===== src/rtl/nibble_serial_adder_pkg.sv =====
// Shared types and constants for the nibble-serial adder: FSM states and nibble geometry.
// No logic; imported by the top level.
package nibble_serial_adder_pkg;

  localparam int NIBW = 4;

  typedef enum logic [1:0] {
    IDLE = 2'd0,
    RUN  = 2'd1,
    DONE = 2'd2
  } state_e;

  // Step counter must stay at least one bit wide even for a single-nibble operand.
  function automatic int idx_width(input int nib);
    return (nib > 1) ? $clog2(nib) : 1;
  endfunction

endpackage


===== src/rtl/CLA_4_bit.sv =====
// 4-bit carry-lookahead adder; purely combinational, no flow control.
module CLA_4_bit (
  input  logic [3:0] a,
  input  logic [3:0] b,
  input  logic       cin,
  output logic [3:0] sum,
  output logic       cout
);

  logic [3:0] p;
  logic [3:0] g;
  logic [4:0] c;

  assign p = a ^ b;
  assign g = a & b;

  assign c[0] = cin;
  assign c[1] = g[0] | (p[0] & c[0]);
  assign c[2] = g[1] | (p[1] & g[0]) | (p[1] & p[0] & c[0]);
  assign c[3] = g[2] | (p[2] & g[1]) | (p[2] & p[1] & g[0]) | (p[2] & p[1] & p[0] & c[0]);
  assign c[4] = g[3] | (p[3] & g[2]) | (p[3] & p[2] & g[1]) | (p[3] & p[2] & p[1] & g[0])
              | (p[3] & p[2] & p[1] & p[0] & c[0]);

  assign sum  = p ^ c[3:0];
  assign cout = c[4];

endmodule


===== src/rtl/nibble_serial_adder.sv =====
// Serial WIDTH-bit adder, one nibble per clock; result valid NIB edges after accept.
// Accepts only in IDLE; holds the result in DONE until out_ready, then returns to IDLE.
module nibble_serial_adder
  import nibble_serial_adder_pkg::*;
#(
  parameter int WIDTH = 16
) (
  input  logic             clk,
  input  logic             rst_n,
  input  logic             in_valid,
  output logic             in_ready,
  input  logic [WIDTH-1:0] a,
  input  logic [WIDTH-1:0] b,
  input  logic             cin,
  output logic             out_valid,
  input  logic             out_ready,
  output logic [WIDTH-1:0] sum,
  output logic             cout,
  output logic             ovf
);

  localparam int NIB  = WIDTH / NIBW;
  localparam int IDXW = idx_width(NIB);
  localparam int MSB  = WIDTH - 1;

  state_e            state_q, state_d;
  logic [IDXW-1:0]   idx_q, idx_d;
  logic              carry_q, carry_d;
  logic [WIDTH-1:0]  a_q, a_d;
  logic [WIDTH-1:0]  b_q, b_d;
  logic [WIDTH-1:0]  sum_q, sum_d;
  logic              cout_q, cout_d;
  logic              ovf_q, ovf_d;

  logic [NIBW-1:0]   nib_a;
  logic [NIBW-1:0]   nib_b;
  logic [NIBW-1:0]   nib_sum;
  logic              nib_cout;
  logic              last_step;

  assign last_step = (idx_q == IDXW'(NIB - 1));

  always_comb begin
    nib_a = '0;
    nib_b = '0;
    for (int i = 0; i < NIB; i++) begin
      if (idx_q == IDXW'(i)) begin
        nib_a = a_q[i*NIBW +: NIBW];
        nib_b = b_q[i*NIBW +: NIBW];
      end
    end
  end

  CLA_4_bit u_cla (
    .a    (nib_a),
    .b    (nib_b),
    .cin  (carry_q),
    .sum  (nib_sum),
    .cout (nib_cout)
  );

  always_comb begin
    state_d   = state_q;
    in_ready  = 1'b0;
    out_valid = 1'b0;
    unique case (state_q)
      IDLE: begin
        in_ready = 1'b1;
        if (in_valid) state_d = RUN;
      end
      RUN: begin
        if (last_step) state_d = DONE;
      end
      DONE: begin
        out_valid = 1'b1;
        if (out_ready) state_d = IDLE;
      end
      default: state_d = IDLE;
    endcase
  end

  always_comb begin
    idx_d   = idx_q;
    carry_d = carry_q;
    a_d     = a_q;
    b_d     = b_q;
    sum_d   = sum_q;
    cout_d  = cout_q;
    ovf_d   = ovf_q;
    if (state_q == IDLE && in_valid) begin
      a_d     = a;
      b_d     = b;
      carry_d = cin;
      idx_d   = '0;
    end else if (state_q == RUN) begin
      for (int i = 0; i < NIB; i++) begin
        if (idx_q == IDXW'(i)) sum_d[i*NIBW +: NIBW] = nib_sum;
      end
      carry_d = nib_cout;
      idx_d   = idx_q + IDXW'(1);
      // Sign overflow needs the fully assembled sum, so it is resolved on the final step.
      if (last_step) begin
        cout_d = nib_cout;
        ovf_d  = (a_q[MSB] == b_q[MSB]) && (sum_d[MSB] != a_q[MSB]);
      end
    end
  end

  always_ff @(posedge clk or negedge rst_n) begin
    if (!rst_n) begin
      state_q <= IDLE;
      idx_q   <= '0;
      carry_q <= 1'b0;
      a_q     <= '0;
      b_q     <= '0;
      sum_q   <= '0;
      cout_q  <= 1'b0;
      ovf_q   <= 1'b0;
    end else begin
      state_q <= state_d;
      idx_q   <= idx_d;
      carry_q <= carry_d;
      a_q     <= a_d;
      b_q     <= b_d;
      sum_q   <= sum_d;
      cout_q  <= cout_d;
      ovf_q   <= ovf_d;
    end
  end

  assign sum  = sum_q;
  assign cout = cout_q;
  assign ovf  = ovf_q;

endmodule


===== config.mk =====
export PLATFORM = sky130hd
export DESIGN_NAME = nibble_serial_adder
export DESIGN_NICKNAME = d
export VERILOG_FILES = /design/src/rtl/nibble_serial_adder_pkg.sv /design/src/rtl/CLA_4_bit.sv /design/src/rtl/nibble_serial_adder.sv
export SDC_FILE = /design/constraint.sdc
export NUM_CORES = 1
export LEC_CHECK = 0
export BUFFER_PORTS_ARGS = -buffer_cell sky130_fd_sc_hd__buf_4
export CAP_MARGIN = 20
export CORE_AREA = 2 2 96 98
export CTS_CLUSTER_DIAMETER = 50
export CTS_CLUSTER_SIZE = 10
export DETAILED_ROUTE_END_ITERATION = 10
export DIE_AREA = 0 0 98 100
export GPL_TIMING_DRIVEN = 1
export SKIP_CTS_REPAIR_TIMING = 1
export SYNTH_ARGS = -nofsm -noshare
export SYNTH_HDL_FRONTEND = slang
export SYNTH_HIERARCHICAL = 1
export SYNTH_SLANG_ARGS = --single-unit

===== constraint.sdc =====
create_clock -name clk -period 3.7 [get_ports clk]
set_clock_uncertainty 0.05 [all_clocks]
set_input_delay 1.11 -clock clk [delete_from_list [all_inputs] [get_ports clk]]
set_output_delay 1.11 -clock clk [all_outputs]
set_load 0.02 [all_outputs]

# Word level (Yosys, flattened, before mapping)
# Index checks and enable logic that the tools add are counted.
dict set report classes {
  n_eq_ne 11
  bitwise_logic 30
  n_mux 21
  addsub 1
  n_reduce_logical 12
}
# operator n
set ops {}
lappend ops {{4-bit 2-to-1 mux} 11}
lappend ops {{3-bit AND reduction} 6}
lappend ops {{1-bit bitwise AND} 16}
lappend ops {{2-bit 2-to-1 mux} 5}
lappend ops {{1-bit bitwise OR} 10}
lappend ops {{4-bit bitwise XOR} 2}
lappend ops {{2-bit == test, second input constant} 3}
lappend ops {{2-bit inequality test, second input constant} 3}
lappend ops {{2-bit case mux with 3 select lines} 1}
lappend ops {{4-bit bitwise AND} 1}
lappend ops {{2-bit by 1-bit == test with 1-bit output, second input constant} 2}
lappend ops {{2-bit zero test} 2}
lappend ops {{1-bit 2-to-1 mux} 4}
lappend ops {{3-bit inequality test, second input constant} 1}
lappend ops {{2-bit by 1-bit adder with 2-bit output, second input constant} 1}
lappend ops {{1-bit logical AND} 2}
lappend ops {{2-bit AND reduction} 1}
lappend ops {{2-bit nonzero test} 1}
lappend ops {{1-bit == test} 1}
lappend ops {{1-bit inequality test} 1}
lappend ops {{1-bit inverter} 1}
dict set report totals {
  output_inout_bits 20
  regBits 55
}

# Longest topological paths before layout
dict set report depth {
  ltp_word 16
  ltp_mapped 14
  depth_no_buf 12
}

# Cells and area by module
# The synthesis kept the hierarchy.
# mod area_each_um2 instances cells_each seq_area_each_um2
set by_module_without_submodules {}
lappend by_module_without_submodules {nibble_serial_adder 2418.6 1 249 1376.3}
lappend by_module_without_submodules {CLA_4_bit 147.6 1 17 0.0}

# Worst setup path after synthesis
# No wires, ideal clock.
dict set report synth_path {
  path_kind {register to register}
  from {register idx_q[0]}
  to {register ovf_q, in the netlist ovf}
  arrival_ps 2667
  path_stages_with_launch 14
  slack_ps 848
  path_buffers 2
  path_cell_list {dfrtp_1 -> inv_1 -> ha_1 -> clkbuf_1 -> buf_2 -> a221oi_1 -> o31ai_1 -> ha_1 -> a21o_1 -> a31o_1 -> xor2_1 -> and3b_1 -> a21oi_1 -> o21ai_0}
}
dict set report synth_via {
  elab_cells_between_ends 29
}
# item line_no
set synth_lines {}
lappend synth_lines {{from (decl)} nibble_serial_adder.sv:27} ;# logic [IDXW-1:0] idx_q, idx_d;
lappend synth_lines {{from (signal assigned)} nibble_serial_adder.sv:121} ;# idx_q <= idx_d;
lappend synth_lines {{2-bit zero test} nibble_serial_adder.sv:47} ;# if (idx_q == IDXW'(i)) begin
lappend synth_lines {{4-bit 2-to-1 mux (3 in a row)} nibble_serial_adder.sv:47}
lappend synth_lines {{4-bit 2-to-1 mux (*)} nibble_serial_adder.sv:47}
lappend synth_lines {{net nib_b[0]} nibble_serial_adder.sv:36} ;# logic [NIBW-1:0] nib_b;
lappend synth_lines {{4-bit bitwise AND or 4-bit bitwise XOR (tied branches)} {CLA_4_bit.sv:15, CLA_4_bit.sv:14}}
lappend synth_lines {{1-bit bitwise AND} CLA_4_bit.sv:20} ;# assign c[3] = g[2] | (p[2] & g[1]) | (p[2] & p[1] & g[0]) | (p[2] & p[1] & p[0] & c[0]);
lappend synth_lines {{1-bit bitwise OR or 1-bit bitwise AND (tied branches)} CLA_4_bit.sv:20}
lappend synth_lines {{1-bit bitwise OR (*)} CLA_4_bit.sv:20}
lappend synth_lines {{4-bit bitwise XOR (*)} CLA_4_bit.sv:24} ;# assign sum = p ^ c[3:0];
lappend synth_lines {{net nib_sum[3]} nibble_serial_adder.sv:37} ;# logic [NIBW-1:0] nib_sum;
lappend synth_lines {{4-bit 2-to-1 mux (*)} nibble_serial_adder.sv:97} ;# if (idx_q == IDXW'(i)) sum_d[i*NIBW +: NIBW] = nib_sum;
lappend synth_lines {{4-bit 2-to-1 mux (*)} nibble_serial_adder.sv:95} ;# end else if (state_q == RUN) begin
lappend synth_lines {{4-bit 2-to-1 mux (*)} nibble_serial_adder.sv:90} ;# if (state_q == IDLE && in_valid) begin
lappend synth_lines {{1-bit inequality test (*)} nibble_serial_adder.sv:104} ;# ovf_d = (a_q[MSB] == b_q[MSB]) && (sum_d[MSB] != a_q[MSB]);
lappend synth_lines {{1-bit logical AND (*)} nibble_serial_adder.sv:104}
lappend synth_lines {{to (signal assigned)} nibble_serial_adder.sv:127} ;# ovf_q <= ovf_d;
lappend synth_lines {{to (decl)} nibble_serial_adder.sv:33} ;# logic ovf_q, ovf_d;
# The timed path passes the listed nets; every way through them passes the cells marked *. The select of a mux whose other input is x is not followed.
# A chain may end at the register's enable or synchronous reset.

# Worst setup path in the final report
# Ends and elaborated chain as after synthesis.

==> impl_metrics.toml <==
[synthesis]
yosysTopAreaCell = "dfrtp_1"
syn-num-nets = 312
synth_top_area_share_pct = 53.63
synth_cell_types = 31
syn_area_sq_um = 2566
ys_ff_latch = 55
ys_seq_area_share_pct = 53.63
synthTopCellsByArea = "dfrtp_1 (54%), nand2_1 (14%), mux2_1 (5.3%)"
syn_inst = 266
avgSynthCellArea_sq_um = 9.647
yosysWarnings = 6

[sta]
slew_headroom_pct = 37.59
finalSetupViolCount = 0
tns_ns = 0
fmax_mhz = 311.3
slew_viol_final = 0
fin_crit_sh_pct = 86.81
rsz0062_at_grt = "false"
worst_pin_slew_ns = 0.9361
final.min_clock_period_ns = 3.212
hold_violations = 0

[clocking]
cts_sinks = 55
cts_buffer_depth = 2
insertion_delay_ns = 0.31
cts_tree = "done"
cts_made_buffers = 5
root_buffer = "clkbuf_8"
clk_pin_slew_ns = 0.10
htree_levels = 2

[floorplan]
core_area_sq_um = 8890
io_pins = 57
rows = 35
die_w_um = 98
start_util_pct = 28.87
dieArea_sq_um = 9800
die_y_um = 100

[worst_setup_path]
cp-start-kind = "flop"
worstPathArrival_ns = 3.34
crit_chain = "inv_1, ha_1, nor2b_1, a221oi_1, o31ai_1, ha_1, a21o_1, a31o_1, xor2_1, and3b_1, a21oi_1, o21ai_0"
crit_type = "flop to flop"
reg2reg_from = "idx_q[0]"
critPathLaunch = "idx_q[0]"
cpMostUsedCell = "ha_1"
end_kind = "flop"
cp.depth = 12
cp_top_family = "compound AO/OA/AOI/OAI gates"
critPathBufInv = 1
crit_end = "ovf"
ff2ff_path_depth = 12
cp_max_fo = 7
critPathRequiredTime_ns = 3.83
slowest_delay_ns = 0.44
r2r-end = "ovf"
r2r_slack_ns = 0.49
cp_slowest_cell = "dfrtp_1"

[power]
power_density_nw_per_um2 = 995.4
power_leakage_nw = 1.638
vdd_drop_max_uv = 283.6

[layout]
multi_input_area_sq_um = 1097
n_antenna_cell = 0
postLayoutCoreUtil_pct = 36.24
ff_latch_area_sq_um = 1376
drive_gt1_share_pct = 23.51
fillers = 923
finalNonFillerCells = 430
syn2layout_area_growth_pct = 25.55
nNetsFinal = 364

[placed_design]
gp_congestion = 0.8426
hpwl_um = 4313
io_buffers = 56
dp_cells = 422

[route]
firstDrtPassIters = 4
avgViaCountPerCell = 4.600
drt_wl_total_um = 5865
dr.first_iter.drc_count = 89
drc_errors = 0
wl_per_cell_um = 13.64
ant_nets = 0
num_vias = 1978

[global_routing]
grt_pass1_wl_um = 9742
antenna_found_initial = 0
grt_max_degree = 56
track_usage_pct = 12.44
grt_overflow = 0
grt_pass1_vias = 2005

[outcome]
outcome = "finished clean"

[hold_path]
hold_path_class = "flop to flop"

[run]
max_cap_violations = 0
## layer usage
| metal | up-vias | wire, um | part of all wire [%] | GRT usage [%] |
|---|---|---|---|---|
| met3 | 6 | 265 | 4.5 | 3.134 |
| met1 | 954 | 2672 | 46 | 16.41 |
| met5 | - | 0 | 0 | 0 |
| met2 | 45 | 2870 | 49 | 20.76 |
| met4 | 0 | 57 | 0.97 | 2.885 |
| li1 | 973 | - | - | - |
## state kept, by name (all words and copies together), names as in the netlist
signal	flops
carry_q	1
ovf	1
idx_q	2
a_q	16
sum	16
cout	1
b_q	16
state_q	2
## area by class of cell
cell class	instances	share of cell area (%)
inverters	12	1.398
flip-flops and latches	55	42.72
clock buffers	5	2.136
well taps	111	4.311
repair buffers	57	13.28
multi-input cells	187	34.06
clock inverters	3	2.097
## worst min path at each step
stage                start  slack, ns      to  cells after the start
floorplan           a_q[0]       0.40  a_q[0]                      2
global placement    b_q[8]       0.42  b_q[8]                      2
detailed placement  b_q[8]       0.42  b_q[8]                      2
CTS                 b_q[8]       0.44  b_q[8]                      2
global route        a_q[0]       0.46  a_q[0]                      2
finish              b_q[8]       0.44  b_q[8]                      2
## where the power goes
| group | internal [W] | switching, W |
|---|---|---|
| clock | 0.000270 | 0.000199 |
| sequential | 0.000898 | 0.000187 |
| combinational | 0.000704 | 0.000949 |
| total | 0.00187 | 0.00133 |
## kinds of logic (layout without fill, tap and decap cells)
logic type               count (synthesis)  in the layout  synth area share (%)
XOR/XNOR                                 3              3                 1.024
flip-flops                              55             55                 53.63
multiplexers                            17             17                 7.460
AND/OR/NAND/NOR                        115            115                 18.87
buffers and inverters                   24             77                 3.851
adder cells (fa/ha/maj)                  9              9                 4.681
AO/OA/AOI/OAI                           43             43                 10.48
## cells in the final DEF, fill, tap and decap left out
master,instances
a21oi_1,12
dfrtp_1,55
mux2_1,12
ha_1,8
nand2_2,3
nor2_1,2
mux2_2,5
a22o_1,5
clkinvlp_4,1
o31ai_1,4
buf_4,57
inv_1,12
nand3_1,2
o21ai_0,13
nor2b_1,4
o21ai_1,1
a221oi_1,3
fa_1,1
a21o_1,3
nand2_1,97
nor3b_4,1
or3b_1,1
nand3b_1,1
and3b_1,1
clkbuf_8,5
xnor2_1,2
nand2b_1,2
a22oi_1,1
and2b_2,1
a31o_1,1
xor2_1,1
bufinv_16,2
## through the flow
| stage | power [W] | setup WS (ns) | area, sq um | hold WS, ns |
|---|---|---|---|---|
| finish | 0.003207 | 0.4880 | 3222 | 0.4380 |
| global route | 0.003521 | 0.1635 | 3222 | 0.4646 |
| CTS | 0.003250 | 0.4950 | 3222 | 0.4442 |
| detailed placement | 0.002770 | 0.5280 | 3085 | 0.4179 |
| global placement | 0.002716 | 0.6730 | 3085 | 0.4240 |
| floorplan | 0.002239 | 0.8479 | 2566 | 0.3955 |
## Yosys cell counts, drive strengths merged
cell,count
a21o,3
a21oi,12
a221oi,3
a22o,5
a22oi,1
a31o,1
and2b,1
and3b,1
buf,8
clkbuf,4
dfrtp,55
fa,1
ha,8
inv,12
mux2,17
nand2,100
nand2b,2
nand3,2
nand3b,1
nor2,2
nor2b,4
nor3b,1
o21ai,14
o31ai,4
or3b,1
xnor2,2
xor2,1
## tightest hold or removal path: cells and delay by family, from the launching register on
family	cells	cell delay, ns
and+or+nand+nor	2	0.10
DFF	1	0.36
No activity file was read; power rests on OpenSTA's default activity.
